File: config.mk
export PLATFORM = sky130hd
export DESIGN_NAME = intersection_scheduler
export DESIGN_NICKNAME = d
export VERILOG_FILES = /design/src/rtl/intersection_scheduler.sv
export SDC_FILE = /design/constraint.sdc
export NUM_CORES = 1
export LEC_CHECK = 0
export ABC_CLOCK_PERIOD_IN_PS = 4000
export CORE_MARGIN = 4
export CORE_UTILIZATION = 50
export DETAILED_ROUTE_END_ITERATION = 16
export PLACE_DENSITY = 0.71
export SLEW_MARGIN = 20
export SYNTH_ARGS = -nofsm -noshare
export SYNTH_HDL_FRONTEND = slang
export SYNTH_SLANG_ARGS = --single-unit
File: constraint.sdc
create_clock -name clk50m -period 4 [get_ports clk50m]
set_clock_uncertainty 0.15 [all_clocks]
set_input_delay 1 -clock clk50m [delete_from_list [all_inputs] [get_ports clk50m]]
set_output_delay 1 -clock clk50m [all_outputs]
set_load 0.01 [all_outputs]
File: src/rtl/intersection_scheduler.sv
// intersection_scheduler: round-robin owner of a shared intersection for two traffic lights; define PED_EXTEND_EN to lengthen service after a pedestrian request
module intersection_scheduler #(
  parameter int WIDTH   = 16,
  parameter int T_SERVE = 500,
  parameter int T_CLEAR = 50,
  parameter int T_PED   = 200
) (
  input  logic clk50m,
  input  logic rst_n,
  input  logic night,
  input  logic req_a,
  input  logic req_b,
  input  logic ped_a,
  input  logic ped_b,
  output logic start_a,
  output logic start_b,
  output logic night_o,
  output logic active_a,
  output logic active_b,
  output logic clear
);
  typedef enum logic [2:0] {IDLE, SERVE_A, SERVE_B, CLEAR, NIGHT} state_t;
  localparam logic [WIDTH-1:0] LD_SERVE = WIDTH'(T_SERVE - 1);
  localparam logic [WIDTH-1:0] LD_PED   = WIDTH'(T_SERVE + T_PED - 1);
  localparam logic [WIDTH-1:0] LD_CLEAR = WIDTH'(T_CLEAR - 1);
  state_t state;
  logic [WIDTH-1:0] timer;
  logic pend_a, pend_b, ped_pend_a, ped_pend_b, last_a, ped_in_a, ped_in_b, go_a;
`ifdef PED_EXTEND_EN
  assign ped_in_a = ped_a;
  assign ped_in_b = ped_b;
`else
  assign ped_in_a = 1'b0;
  assign ped_in_b = 1'b0;
`endif
  assign go_a = pend_a & (~pend_b | ~last_a);
  // Request latching, grant arbitration and service/clearance timing
  always_ff @(posedge clk50m) begin
    if (!rst_n) begin
      state      <= IDLE;
      timer      <= '0;
      {start_a, start_b, night_o, active_a, active_b, clear} <= '0;
      {pend_a, pend_b, ped_pend_a, ped_pend_b} <= '0;
      last_a     <= 1'b0;
    end else begin
      start_a    <= 1'b0;
      start_b    <= 1'b0;
      pend_a     <= pend_a | req_a | ped_a;
      pend_b     <= pend_b | req_b | ped_b;
      ped_pend_a <= ped_pend_a | ped_in_a;
      ped_pend_b <= ped_pend_b | ped_in_b;
      case (state)
        IDLE: begin
          if (night) begin
            state   <= NIGHT;
            night_o <= 1'b1;
            {pend_a, pend_b, ped_pend_a, ped_pend_b} <= '0;
          end else if (go_a) begin
            state      <= SERVE_A;
            start_a    <= 1'b1;
            active_a   <= 1'b1;
            pend_a     <= 1'b0;
            ped_pend_a <= 1'b0;
            timer      <= ped_pend_a ? LD_PED : LD_SERVE;
          end else if (pend_b) begin
            state      <= SERVE_B;
            start_b    <= 1'b1;
            active_b   <= 1'b1;
            pend_b     <= 1'b0;
            ped_pend_b <= 1'b0;
            timer      <= ped_pend_b ? LD_PED : LD_SERVE;
          end
        end
        SERVE_A: begin
          pend_a     <= 1'b0;
          ped_pend_a <= 1'b0;
          if (timer == '0) begin
            state    <= CLEAR;
            active_a <= 1'b0;
            clear    <= 1'b1;
            timer    <= LD_CLEAR;
            last_a   <= 1'b1;
          end else
            timer <= timer - 1'b1;
        end
        SERVE_B: begin
          pend_b     <= 1'b0;
          ped_pend_b <= 1'b0;
          if (timer == '0) begin
            state    <= CLEAR;
            active_b <= 1'b0;
            clear    <= 1'b1;
            timer    <= LD_CLEAR;
            last_a   <= 1'b0;
          end else
            timer <= timer - 1'b1;
        end
        CLEAR: begin
          if (timer == '0) begin
            state <= IDLE;
            clear <= 1'b0;
          end else
            timer <= timer - 1'b1;
        end
        NIGHT: begin
          {pend_a, pend_b, ped_pend_a, ped_pend_b} <= '0;
          if (!night) begin
            state   <= IDLE;
            night_o <= 1'b0;
          end
        end
        default: state <= IDLE;
      endcase
    end
  end
endmodule

==> reports/qor.csv <==
metric,value,unit
Routed WL per cell,16.8,um
drt drc,0,
top-count cell post-synth,dfxtp_1,
drt total wl,3650,um
syn nets,185,
Filler Cell Count,254,
setup TNS,0,ns
RD Place Congestion,0.912,
initial antenna violation count,0,
I/O Buffers,12,
buffers plus inverters on the worst setup path,1,
ratio of cells with drive above 1 in the final layout,5.91,%
CP Capture Type,flip-flop,
total grt overflow,0,
outcome,"complete, no violations",
largest cells by area after synthesis,"dfxtp_1, a21oi_1, nor2_1, o21ai_0, nand2_1",
hold buffers post-CTS,0,
Most common cell on crit path,a21oi_1,
multi-input combinational cell area,853,um2
minimum clock period,2.81,ns
Netlist cell types,51,
sequential area share after synthesis,38.1,%
share of Yosys cell area claimed by the top area cell type,38.1,%
"top cells by count, synth","dfxtp_1, nor2_1, a21oi_1, nand2_1, o21ai_0",
Final ANT Viol Nets,0,
Die W,62.3,um
number of synthesized flops with an enable pin,0,
First-pass DRT Iterations,4,
CTS tree,done,
Synth Area in Simple Gates,25.3,%
Pins Over Slew Limit,0,
"CTS clk-pin slew, worst paths",0.15,ns
largest net degree at the start of global routing,16,
wire length of the first global-routing pass,6310,um
vias in the first global route,1387,
via count,1448,
RSZ-0062 raised after global routing,false,
"Core Util, Final",58.9,%
Initial Utilization,52.9,%
CP max stage delay,0.50,ns
R2R setup slack,1.33,ns
gr usage total,19.1,%
period utilisation layout,70.3,%
XOR/XNOR Fraction of Synth Area,2.38,%
area delta synth->final,11.3,%
post-synthesis mux area share,0,%
ys async rst share,0,%
antenna cells,0,
CTS Sinks,28,
CTS buffer count,3,
Synthesis Warnings,0,
I/O Pins,13,
static leakage,0.579,nW
Final Setup Violations,0,
largest area contributor in the netlist,dfxtp_1,
"Hold Violations, Final",0,
Critical Path AT,2.93,ns
Fmax,355,MHz
Synth Instances,177,
clock root cell,clkbuf_4,
Mean Syn Cell Area,8.32,um2
die area,3880,um2
largest family of logic cells by synthesized area,compound AO/OA/AOI/OAI gates,
Die Y,62.3,um
crit start category,primary input,
drt initial violations,108,
HP Class,flip-flop to flip-flop,
Most used DFF post-synth,dfxtp_1,
CP Max Fanout,10,
Clock Latency Late Sink,0.33,ns
CP required,4.11,ns
pwr dens,883,nW/um2
Fin Hold WS,0.338,ns
CP max stage cell,or4b_1,
vias per cell,6.67,
critical path class,primary input to flip-flop,
H-Tree Depth,1,
VDD IR max,591,uV
CP top delay family,compound AO/OA/AOI/OAI gates,
Setup Buffers After CTS,0,
Site Rows,19,
post-synthesis cell area,1470,um2
worst-margin pin slew,0.709,ns
cell breakdown of the critical path,clkdlybuf4s50_1 -> o21bai_1 -> a21oi_1 -> o21ai_4 -> or4b_1 -> a21oi_1,
complex-gate fraction of the synthesized area,29.4,%
MaxCap Viol Count,0,
Max clock buf depth,2,
count of state elements after synthesis,28,
Adder-Cell Fraction of Synth Area,0.850,%
Rel. slew slack,52.5,%
hpwl dp,2660,um
register area,561,um2
Post-CTS Resized,0,
core area,2780,um2
final net count,195,
-- sequential cells by signal, indices dropped and copies added, names as in the netlist --
| register | flops |
|---|---|
| timer | 16 |
| state | 3 |
| active_a | 1 |
| active_b | 1 |
| clear | 1 |
| last_a | 1 |
| night_o | 1 |
| pend_a | 1 |
| pend_b | 1 |
| start_a | 1 |
| start_b | 1 |
-- placed cells by master (no fill, tap or decap), drive strengths merged, types with 2 or more instances in the layout --
cell,synthesis,routed
nor3,6,6
o41ai,5,5
and2,3,3
o31a,2,2
o221ai,2,2
nand2,12,12
or4b,3,3
nor4,3,3
a21oi,17,17
a211oi,2,2
nor2,21,21
xor2,3,3
clkbuf,5,4
o211ai,2,2
inv,8,8
nand4,3,3
dfxtp,28,28
clkdlybuf4s50,0,12
or3,5,5
o31ai,2,2
o311a,3,3
a221oi,2,2
nor3b,2,2
o21ai,11,11
or4,4,4
nand3,2,2
and3,2,2
-- path summary, 6_finish.rpt --
path	startpoint	depth (start not counted)	end
worst max register to register	timer[0]$_SDFFE_PN0P_	7	timer[14]$_SDFFE_PN0P_
worst min-delay path	night_o$_SDFFE_PN0P_	2	night_o$_SDFFE_PN0P_
worst max-delay path	night	6	timer[15]$_SDFFE_PN0P_
worst min register to register	night_o$_SDFFE_PN0P_	2	night_o$_SDFFE_PN0P_
-- layout make-up --
cell class / count / share of cell area (%)
clock buffer: 4 / 2.21
inverter: 8 / 1.83
multi-input combinational: 134 / 52.1
sequential: 28 / 34.2
tap: 31 / 2.37
timing repair buffer: 12 / 7.33
-- per-layer routing --
layer,track usage (%),share of wire (%)
met3,4.68,7.0
met4,6.63,2.2
met2,29.5,45
met1,25.7,46
met5,0,0
-- kinds of logic after synthesis --
group / after synthesis
AND/OR/NAND/NOR: 68
XOR/XNOR: 4
adder cells (fa/ha/maj): 1
flip-flops: 28
buffers and inverters: 15
AO/OA/AOI/OAI: 61
-- tightest hold or removal path, delay by kind of cell, from the launching register on --
family,cells,cell delay (ns)
DFF,1,0.35
and+or+nand+nor,1,0.06
AOI/OAI and AO/OA,1,0.05
-- through the flow --
step	setup slack, ns	power [mW]	area [um2]	std cells
after floorplan	1.57	1.09	1470	177
after global placement	0.997	1.26	1600	213
after detailed placement	0.885	1.29	1600	213
after CTS	1.22	1.43	1640	217
after global routing	1.11	1.56	1640	217
final	1.19	1.45	1640	217
-- report_power, final --
| part | total [mW] | internal [mW] | leakage (nW) | switching, mW |
|---|---|---|---|---|
| registers | 0.469 | 0.362 | 0.229 | 0.107 |
| logic | 0.841 | 0.296 | 0.329 | 0.544 |
| clock network | 0.138 | 0.0557 | 0.0210 | 0.0826 |
| total | 1.45 | 0.714 | 0.579 | 0.733 |
No activity file was read; power rests on OpenSTA's default activity.
